**config.mk**
```make
export PLATFORM = sky130hd
export DESIGN_NAME = aes_job_sched
export DESIGN_NICKNAME = d
export VERILOG_FILES = /design/src/rtl/aes_job_sched.sv
export SDC_FILE = /design/constraint.sdc
export NUM_CORES = 1
export LEC_CHECK = 0
export ABC_AREA = 1
export BUFFER_PORTS_ARGS = -buffer_cell sky130_fd_sc_hd__buf_2
export CORE_AREA = 2 2 611 613
export DETAILED_ROUTE_END_ITERATION = 6
export DIE_AREA = 0 0 613 615
export SYNTH_ARGS = -nofsm -noshare
export SYNTH_HDL_FRONTEND = slang
export SYNTH_SLANG_ARGS = --single-unit
```
**constraint.sdc**
```tcl
create_clock -name clk_i -period 2.6 [get_ports clk_i]
set_input_delay 0.26 -clock clk_i [delete_from_list [all_inputs] [get_ports clk_i]]
set_output_delay 0.26 -clock clk_i [all_outputs]
set_load 0.1 [all_outputs]
```
**src/rtl/aes_job_sched.sv**
```systemverilog
// Round-robin scheduler sharing one AES core between NREQ requesters.
// Runs one job at a time. A watchdog aborts a stalled core with an error response and a core clear.
module aes_job_sched #(
  parameter int NREQ        = 4,
  parameter int IDW         = 2,
  parameter int TIMEOUT_CYC = 64,
  parameter int CLR_CYC     = 4
) (
  input  logic                  clk_i,
  input  logic                  rst_i,
  input  logic [NREQ-1:0]       req_valid_i,
  output logic [NREQ-1:0]       req_ready_o,
  input  logic [NREQ*128-1:0]   req_key_i,
  input  logic [NREQ*128-1:0]   req_data_i,
  output logic [127:0]          aes_key_o,
  output logic [127:0]          aes_data_o,
  output logic                  aes_start_o,
  output logic                  aes_clear_o,
  input  logic                  aes_idle_i,
  input  logic                  aes_out_valid_i,
  input  logic [127:0]          aes_out_i,
  output logic                  rsp_valid_o,
  input  logic                  rsp_ready_i,
  output logic [IDW-1:0]        rsp_id_o,
  output logic [127:0]          rsp_data_o,
  output logic                  rsp_err_o,
  output logic                  busy_o
);

  localparam int WDW = $clog2(TIMEOUT_CYC + 1);
  localparam int CW  = $clog2(CLR_CYC + 1);

  typedef enum logic [2:0] {
    S_IDLE,
    S_LOAD,
    S_START,
    S_WAIT,
    S_CLEAR,
    S_RESP
  } state_t;

  state_t          state;
  logic [IDW-1:0]  rr;
  logic [IDW-1:0]  id_q;
  logic [IDW-1:0]  sel;
  logic [IDW-1:0]  idx;
  logic [IDW:0]    sum;
  logic            found;
  logic            grant;
  logic [WDW-1:0]  wd;
  logic [CW-1:0]   clr_cnt;
  logic [127:0]    key_q;
  logic [127:0]    data_q;
  logic [127:0]    rsp_data_q;
  logic            rsp_err_q;

  // First requesting slot at or after the RR pointer, wrapping past NREQ-1.
  always_comb begin
    found = 1'b0;
    sel   = '0;
    sum   = '0;
    idx   = '0;
    for (int unsigned i = 0; i < NREQ; i++) begin
      sum = {1'b0, rr} + (IDW+1)'(i);
      if (sum >= (IDW+1)'(NREQ)) begin
        sum = sum - (IDW+1)'(NREQ);
      end
      idx = sum[IDW-1:0];
      if (!found && req_valid_i[idx]) begin
        found = 1'b1;
        sel   = idx;
      end
    end
  end

  // Gated by reset so the accept never fires while the state is being forced.
  assign grant       = (state == S_IDLE) && !rst_i && aes_idle_i && found;
  assign req_ready_o = grant ? (NREQ'(1) << sel) : '0;

  always_ff @(posedge clk_i) begin
    if (rst_i) begin
      state      <= S_IDLE;
      rr         <= '0;
      id_q       <= '0;
      wd         <= '0;
      clr_cnt    <= '0;
      key_q      <= '0;
      data_q     <= '0;
      rsp_data_q <= '0;
      rsp_err_q  <= 1'b0;
    end else begin
      case (state)
        S_IDLE: begin
          if (grant) begin
            key_q  <= req_key_i[sel*128 +: 128];
            data_q <= req_data_i[sel*128 +: 128];
            id_q   <= sel;
            state  <= S_LOAD;
          end
        end
        S_LOAD: begin
          state <= S_START;
        end
        S_START: begin
          wd    <= '0;
          state <= S_WAIT;
        end
        S_WAIT: begin
          // Out-valid is tested first so it wins over a coincident timeout.
          if (aes_out_valid_i) begin
            rsp_data_q <= aes_out_i;
            rsp_err_q  <= 1'b0;
            state      <= S_RESP;
          end else if (wd == WDW'(TIMEOUT_CYC - 1)) begin
            rsp_data_q <= '0;
            rsp_err_q  <= 1'b1;
            clr_cnt    <= '0;
            state      <= S_CLEAR;
          end else begin
            wd <= wd + 1'b1;
          end
        end
        S_CLEAR: begin
          if (clr_cnt == CW'(CLR_CYC - 1)) begin
            state <= S_RESP;
          end else begin
            clr_cnt <= clr_cnt + 1'b1;
          end
        end
        S_RESP: begin
          if (rsp_ready_i) begin
            rr    <= (id_q == IDW'(NREQ - 1)) ? '0 : id_q + 1'b1;
            state <= S_IDLE;
          end
        end
        default: begin
          state <= S_IDLE;
        end
      endcase
    end
  end

  assign aes_key_o   = key_q;
  assign aes_data_o  = data_q;
  assign aes_start_o = (state == S_START);
  assign aes_clear_o = (state == S_CLEAR);
  assign rsp_valid_o = (state == S_RESP);
  assign rsp_id_o    = id_q;
  assign rsp_data_o  = rsp_data_q;
  assign rsp_err_o   = rsp_err_q;
  assign busy_o      = (state != S_IDLE);

endmodule

```
; ---- After elaboration in Yosys (flattened, before gate mapping)
; Cells that the tools add are included.
[word_totals]
register_bits = 402
word_cells = 106
input_bits = 1161
output_inout_bits = 395
[op_classes]
n_shift = 3
n_lt_le_gt_ge = 8
n_eq_ne = 16
reduce_logical = 21
addsub = 10
n_mux = 39
[ops]
columns = op, count
row1 = $shiftx 512x10->128, 2
row2 = $mux 128, 2
row3 = $mux 3, 8
row4 = $mux 2, 9
row5 = $pmux 3 s6, 1
row6 = $mux 7, 2
row7 = $pmux 7 s2, 1
row8 = $lt 2x3->1 const B, 4
row9 = $mux 1, 10
row10 = $ne 2x2->1 const B, 5
row11 = $eq 3x2->1 const B, 3
row12 = $ge 3x3->1 const B, 3
row13 = $bmux 1 s2, 4
row14 = $reduce_and 4->1, 2
row15 = $sub 2x1->2 const B, 4
row16 = $add 7x1->7 const B, 1
row17 = $eq 7x6->1 const B, 1
row18 = $add 2x2->3 const B, 2
row19 = $eq 3x3->1 const B, 2
row20 = $logic_and 1x1->1, 6
row21 = $pmux 3 s2, 1
row22 = $reduce_and 2->1, 3
row23 = $reduce_bool 2->1, 3
row24 = $logic_not 1->1, 4
row25 = 13 further kinds, 14

; ---- Logic depth before layout (Yosys ltp)
; Gate-level depths: netlist of run 1.
[depth]
ltp_word = 17
ltp_mapped = 19

; ---- Worst setup path before layout of run 1
; Ideal clock, no wire load.
[synth_path]
path_kind = reg-to-output
startpoint = register rr[0]
endpoint = output req_ready_o[0]
t_required_ns = 2.340
t_arrival_ns = 3.678
path_slack_ns = -1.338
n_path_buf = 5
path_stages_with_launch = 16
path_cell_list = dfxtp_1 > buf_6 > inv_8 > nand2_1 > nand2_1 > nand2_1 > nand2_1 > nor2_4 > nand3_1 > buf_6 > nand3_2 > buf_8 > buf_6 > buf_4 > inv_2 > nor3_1
[synth_via]
elab_chain_cells = 16
[synth_lines]
columns = item, line
row1 = start: declaration, 43  ; logic [IDW-1:0] rr;
row2 = start signal: assignment, 132  ; rr <= (id_q == IDW'(NREQ - 1)) ? '0 : id_q + 1'b1;
row3 = branches (longest 15 deep; another with $add 2x1->3), n/a
row4 = $mux 4 (*), 78  ; assign req_ready_o = grant ? (NREQ'(1) << sel) : '0;
row5 = end: declaration, 12  ; output logic [NREQ-1:0] req_ready_o,
; Mark *: on every way between the ends. The select of a mux whose other input is x is not followed.

; ---- Worst setup path in the final report of run 1
; Same ends and word-level chain as after synthesis.

==> results of run 1 <==
worst max-delay path: cells and delay by family (launching register included):
family,cells,cell delay (ns)
AND/OR/NAND/NOR,8,0.94
buffers and inverters,4,0.52
flip-flops,1,0.38
per-layer routing:
layer / vias to the layer above / wire [um]
met5: - / 1250
met4: 192 / 16900
met3: 788 / 32700
met2: 2524 / 148000
met1: 20800 / 132000
li1: 20400 / -
kinds of logic (layout without fill, tap and decap cells):
logic type / after synthesis / in the layout / share of synthesized area
AO/OA/AOI/OAI: 159 / 159 / 0.0308
XOR/XNOR: 1 / 1 / 0.000330
adder cells (fa/ha/maj): 4 / 4 / 0.00189
buffers and inverters: 697 / 3356 / 0.116
flip-flops: 402 / 402 / 0.303
other: 0 / 128 / 0
AND/OR/NAND/NOR: 3429 / 3429 / 0.548
sequential cells by signal, summed over array words and instances, names as in the netlist, 2 cells and up:
signal      flops
clr_cnt         3
rsp_data_o    128
aes_key_o     128
wd              7
state           3
aes_data_o    128
rsp_id_o        2
rr              2
worst paths after layout:
path	startpoint	end	slack, ns	cells after the start
max	rr[0]	req_ready_o[0]	-0.28	12
min	req_data_i[54]	aes_data_o[54]	0.05	7
max reg2reg	rr[0]	aes_key_o[19]	0.08	19
min reg2reg	clr_cnt[2]	clr_cnt[2]	0.46	2
synth_stat cells, drive strengths merged:
master  count
o21a        1
dfxtp     402
inv       285
nor3        3
nand3     271
o211ai      1
xor2        1
nand3b      2
nand2    2106
o211a       1
buf       177
a211oi      3
o21bai      1
nand4     513
a31oi       1
ha          4
o21ai      11
a21oi     140
clkbuf    235
nor2      534
timing repair:
item | CTS | global route
endpoints found under the setup margin | 191 | 149
resized for setup | 40 | 88
buffers inserted | 13 | 20
endpoints found under the hold margin | 387 | 0
hold buffers | 959 | 0
pin swaps | 7 | 26
gates cloned | 0 | 9
power by group through the flow:
stage	clock, mW	sequential (mW)	combinational [mW]
after floorplan	0	13.1	4.33
after global placement	0	7.61	15.9
after detailed placement	0	7.62	15.8
after CTS	11.5	7.50	17.5
after global routing	11.6	7.58	18.5
final	11.0	7.50	17.5
stage by stage:
step / instance area, um^2 / hold slack, ns / power (mW) / worst slack [ns] / setup TNS (ns)
6_report: 56800 / 0.0505 / 36.0 / -0.284 / -1.03
5_1_grt: 56700 / 0.0496 / 37.7 / -0.435 / -1.73
4_1_cts: 55800 / 0.000311 / 36.5 / -0.442 / -2.07
3_5_place_dp: 43400 / 0.450 / 23.5 / -0.385 / -15.11
3_3_place_gp: 43400 / 0.444 / 23.5 / -0.456 / -23.01
2_1_floorplan: 26600 / 0.409 / 17.5 / -0.117 / -0.117
area by class of cell:
cell class / count / area [um^2]
Fill cell: 42900 / 314000
Timing Repair Buffer: 2946 / 22800
Multi-Input combinational cell: 3593 / 15800
Sequential cell: 402 / 8050
Tap cell: 4972 / 6220
Clock buffer: 93 / 2070
Inverter: 285 / 1110
Clock inverter: 32 / 474
Antenna cell: 128 / 320
==> metrics.txt, run 1 <==
share of cells above drive strength 1=0.298; routed vias=44700; Die Y=615 um; Final Hold Fails=0; DRT iter0 DRCs=3836; post-DR wirelength/cell=26.6 um; htree depth=3; WP data required=2.34 ns; final core utilization=0.153; RSZ-0062 raised after global routing=yes; drt total wl=331000 um; Worst Path Arrival=2.62 ns; Synth Net Count=5857; CP Capture Type=output port; Gate power share=0.486; Seq/Total Area, Yosys=0.303; Net Sw Frac=0.486; total track usage=0.166; # setup viols final=4; post-DP HPWL=281000 um; hold crit path type=in -> reg; Pleak=27.9 nW; worst path cell trace=buf_6 > nand2_2 > nand2_2 > nand2_2 > nand2_2 > nor2_4 > buf_6 > nand4_1 > nand2_8 > inv_12 > nor3_4 > buf_12; f_max=0.347 GHz; YS warnings=0; grt total ovfl=0; die width=613 um; Max IR drop VDD=0.428 mV; min cycle time layout=2.88 ns; critical path's largest stage delay=0.38 ns; Slew Limit Fails=0; actual slew at the worst max-slew pin=0.956 ns; Worst path slowest cell=dfxtp_4; clock root buffer=clkbuf_16; final worst-path cycle share=1.11; unique cell type count in the Yosys netlist=31; Clk Latency, worst-skew pair=0.79 ns; largest net degree at the start of global routing=84; commonest non-fill, non-tap cell in the layout=nand2_1; IO buf count=1555; critical setup path kind=reg -> out; placed insts=11200; GR peak layer=met2; Top Ports=1556; Residual DRC=0; Crit Path Max Fanout=5; Starting Density=0.0716; Synth Cell Area=26500 um^2; Mapped Avg Cell Area=5.66 um^2; RePlAce Congestion=0.955; Post-DRT Antenna Nets=0; Layout Cells excl Fill=12500; initial antenna violation count=316; clk_skew=0.0757 ns; post-synth top area share=0.303; Slew Limit Headroom=0.367; switching pwr=17.5 mW; most frequent cells in the layout=nand2_1 (2055), buf_2 (1550), dlygate4sd3_1 (959), nor2_1 (529), nand4_1 (513); Flop pwr share=0.208; area growth from synthesis to layout=114%; M3 GR Usage=0.0586; failing checks=negative setup slack; cell count after synthesis=4692; PwrDens=634 nW/um^2; TritonCTS clock tree=done; Internal=18.5 mW; nets=8467; dominant cell type by area after synthesis=dfxtp_1; global-route wire length before repair=414000 um; die area=377000 um^2; via/cell ratio=3.59; flops & latches, synth=402; met1 usage=0.200; max_cap viols=0; vias in the first global route=42100; Setup crit start kind=flop; core area=371000 um^2; status=finished, violations left; CTS Buffer Depth=4; worst setup margin=-0.284 ns; Area contributors post-synth=dfxtp_1 (30%), nand2_1 (30%), nand4_1 (12%), nor2_1 (7.5%), nand3_1 (5.1%); Clk pwr share=0.305; Num CTS Buffers=74; GR Util met2=0.266; clk slew on worst S/H paths=0.05 ns; Critical Path Most Common Cell=nand2_2; row count=224; CTS Sinks=402; drt pass-1 iters=6
Power figures use the tool's default switching activity.
==> inputs of run 2 (changes only) <==
ABC_AREA = not set   (was 1)
ABC_CLOCK_PERIOD_IN_PS = 2600   (was not set)
CORE_AREA = 2 2 608 610   (was 2 2 611 613)
DIE_AREA = 0 0 610 612   (was 0 0 613 615)
==> metrics.txt, run 2 <==
Place WS=-0.204 ns (was -0.385 ns); Internal=16.8 mW (was 18.5 mW); Synth Net Count=3972 (was 5857); post-DP HPWL=294000 um (was 281000 um); Final Hold Fails=0 (unchanged); final worst-path cycle share=0.984 (was 1.11); Crit Path Max Fanout=20 (was 5); Net Sw Frac=0.514 (was 0.486); commonest non-fill, non-tap cell in the layout=buf_2 (was nand2_1); Post-synth top cells=nor2_1 (410), dfxtp_1 (402), nand3_1 (259) (was nand2_1 (2102), nor2_1 (533), nand4_1 (513)); grt total ovfl=0 (unchanged); largest net degree at the start of global routing=81 (was 84); Top Ports=1556 (unchanged); Flop pwr share=0.226 (was 0.208); cell count after synthesis=2807 (was 4692); Num CTS Buffers=60 (was 74); Reg2Reg Setup Slack=0.04 ns (was 0.08 ns); Multi-input gate area=12600 um^2 (was 15800 um^2); dominant cell type by area after synthesis=dfxtp_1 (unchanged); Hold Path Depth=4 (was 7); RSZ-0062 raised after global routing=yes (unchanged); max_cap viols=0 (unchanged); row count=223 (was 224); ys async rst share=0 (unchanged); worst path cell trace=nor3_4 > buf_6 > nand3b_1 > buf_4 > buf_4 > buf_4 > a221oi_1 > dlygate4sd3_1 > buf_4 > a211oi_2 (was buf_6 > nand2_2 > nand2_2 > nand2_2 > nand2_2 > nor2_4 > buf_6 > nand4_1 > nand2_8 > inv_12 > nor3_4 > buf_12); switching pwr=17.8 mW (was 17.5 mW); CTS Sinks=402 (unchanged); most frequent cells in the layout=buf_2 (1548), dlygate4sd3_1 (1034), nor2_1 (405), dfxtp_1 (399), nand3_1 (258) (was nand2_1 (2055), buf_2 (1550), dlygate4sd3_1 (959), nor2_1 (529), nand4_1 (513)); clk_skew=0.0751 ns (was 0.0757 ns); clk slew on worst S/H paths=0.06 ns (was 0.05 ns); Slew Limit Headroom=0.366 (was 0.367); worst setup margin=0.0416 ns (was -0.284 ns); post-synth top area share=0.369 (was 0.303); Starting Density=0.0594 (was 0.0716); Mapped Avg Cell Area=7.77 um^2 (was 5.66 um^2); Worst Path Arrival=3.18 ns (was 2.62 ns); DRT iter0 DRCs=3491 (was 3836); Pleak=20.6 nW (was 27.9 nW); Main synth FF type=dfxtp_1 (unchanged); Filler Cell Count=42200 (was 42900); Residual DRC=0 (unchanged); CTS Buffer Depth=3 (was 4); Die Y=612 um (was 615 um); area growth from synthesis to layout=129% (was 114%); YS warnings=0 (unchanged); clock root buffer=clkbuf_16 (unchanged); Worst Reg-to-Reg Cells=10 (was 19); nets=6509 (was 8467); actual slew at the worst max-slew pin=0.958 ns (was 0.956 ns); # setup viols final=0 (was 4); IO buf count=1555 (unchanged); PwrDens=693 nW/um^2 (was 634 nW/um^2); total track usage=0.174 (was 0.166); Max IR drop VDD=0.630 mV (was 0.428 mV); initial antenna violation count=400 (was 316); CP Capture Type=flop (was output port); flops & latches, synth=402 (unchanged); Slew Limit Fails=0 (unchanged); Area contributors post-synth=dfxtp_1 (37%), nor2_1 (7.1%), o32a_1 (7.0%), nand3_1 (5.9%), o21ai_1 (5.2%) (was dfxtp_1 (30%), nand2_1 (30%), nand4_1 (12%), nor2_1 (7.5%), nand3_1 (5.1%)); TritonCTS clock tree=done (unchanged); setup tns final=0 ns (was -1.03 ns); drt total wl=342000 um (was 331000 um); Critical Path Most Common Cell=buf_4 (was nand2_2); number of synthesized flops with an enable pin=0 (unchanged); R2R Path Start=state[2] (was rr[0]); hold crit path type=in -> reg (unchanged); global-route wire length before repair=416000 um (was 414000 um); via/cell ratio=3.64 (was 3.59); Worst path slowest cell=dlygate4sd3_1 (was dfxtp_4); top-count cell post-synth=nor2_1 (was nand2_1); critical setup path kind=reg -> reg (was reg -> out); unique cell type count in the Yosys netlist=57 (was 31); RePlAce Congestion=0.989 (was 0.955); Hold Path Sink=aes_data_o[11] (was aes_data_o[54]); die width=610 um (was 613 um); WP data required=3.22 ns (was 2.34 ns); reg-to-reg endpoint=aes_key_o[27] (was aes_key_o[19]); core area=367000 um^2 (was 371000 um^2); critical path buffer and inverter count=6 (was 4); Gate power share=0.507 (was 0.486); status=finished clean (was finished, violations left); Setup crit start kind=flop (unchanged); Clk pwr share=0.267 (was 0.305); die area=373000 um^2 (was 377000 um^2); hold_sp=req_data_i[395] (was req_data_i[54]); Post-DRT Antenna Nets=0 (unchanged); min cycle time layout=2.56 ns (was 2.88 ns); share of cells above drive strength 1=0.362 (was 0.298); critical path's largest stage delay=0.59 ns (was 0.38 ns); post-DR wirelength/cell=33.0 um (was 26.6 um); Synth Cell Area=21800 um^2 (was 26500 um^2); f_max=0.391 GHz (was 0.347 GHz); vias in the first global route=36200 (was 42100); Clk Latency, worst-skew pair=0.77 ns (was 0.79 ns); sequential cell area=8060 um^2 (was 8050 um^2); drt pass-1 iters=6 (unchanged); CP delay by family, top=buffers and inverters (was simple AND/OR/NAND/NOR gates); Seq/Total Area, Yosys=0.369 (was 0.303); htree depth=2 (was 3); routed vias=37700 (was 44700)
## run 2: through the flow
| step | instances | total power, mW | hold WS [ns] | util | area (um^2) |
|---|---|---|---|---|---|
| floorplan | 2807 | 17.7 | 0.408 | - | 21800 |
| global placement | 9051 | 23.5 | 0.426 | 0.0996 | 36600 |
| detailed placement | 9051 | 23.5 | 0.429 | 0.0996 | 36600 |
| CTS | 10200 | 34.8 | 0.00100 | 0.134 | 49300 |
| global route | 10300 | 35.6 | 0.0257 | 0.136 | 49800 |
| finish | 10400 | 34.6 | 0.0321 | 0.136 | 50000 |
## run 2: final cells by class
type / count / area share
repair buffers: 2804 / 0.414
multi-input cells: 2069 / 0.253
flip-flops and latches: 402 / 0.161
well taps: 4837 / 0.121
clock buffers: 72 / 0.0327
clock inverters: 40 / 0.00996
diodes: 144 / 0.00721
inverters: 7 / 0.000576
## run 2: cells by family after synthesis
logic type                 share of synthesized area
adders and majority gates                    0.00230
buffers and inverters                         0.0651
xor gates and xnor gates                    0.000804
muxes                                        0.00184
AOI/OAI and AO/OA                              0.374
DFF                                            0.369
and+or+nand+nor                                0.187
## run 2: repair_timing
action	4_1_cts	5_1_grt
endpoints found under the setup margin	5	35
hold buffers	1034	3
gates resized for setup	25	24
setup buffers	18	12
hold endpoints to repair	391	3
pin swaps	6	6
gates cloned	1	3
## run 2: power groups by stage
stage	logic [mW]	clock network, mW	registers, mW
2_1_floorplan	3.18	0	14.5
3_3_place_gp	15.6	0	7.89
3_5_place_dp	15.6	0	7.91
4_1_cts	17.5	9.52	7.79
5_1_grt	18.1	9.60	7.90
6_report	17.5	9.25	7.82
## run 2: worst max-delay path by stage
stage	start	end	slack [ns]	cells after the start
4_1_cts	rr[0]	req_ready_o[1]	-0.07	6
5_1_grt	rr[0]	req_ready_o[1]	-0.04	5
3_5_place_dp	rr[0]	aes_key_o[33]	-0.20	7
6_report	state[2]	aes_key_o[27]	0.04	10
3_3_place_gp	rr[0]	aes_key_o[33]	-0.20	7
2_1_floorplan	state[2]	req_ready_o[2]	-0.40	7
## run 2: layer usage
metal  routed length [um]  global-route usage  vias up
met5                 1670                   0        -
met4                21300              0.0844      262
met1               123000               0.185    18000
li1                     -                   -    15800
met3                40800              0.0848     1008
met2               156000               0.285     2693
## run 2: tightest hold or removal path, stage by stage
cell and delay (ns):
buf_2 0.13, nand3_1 0.09, a21oi_1 0.16, o32a_1 0.16
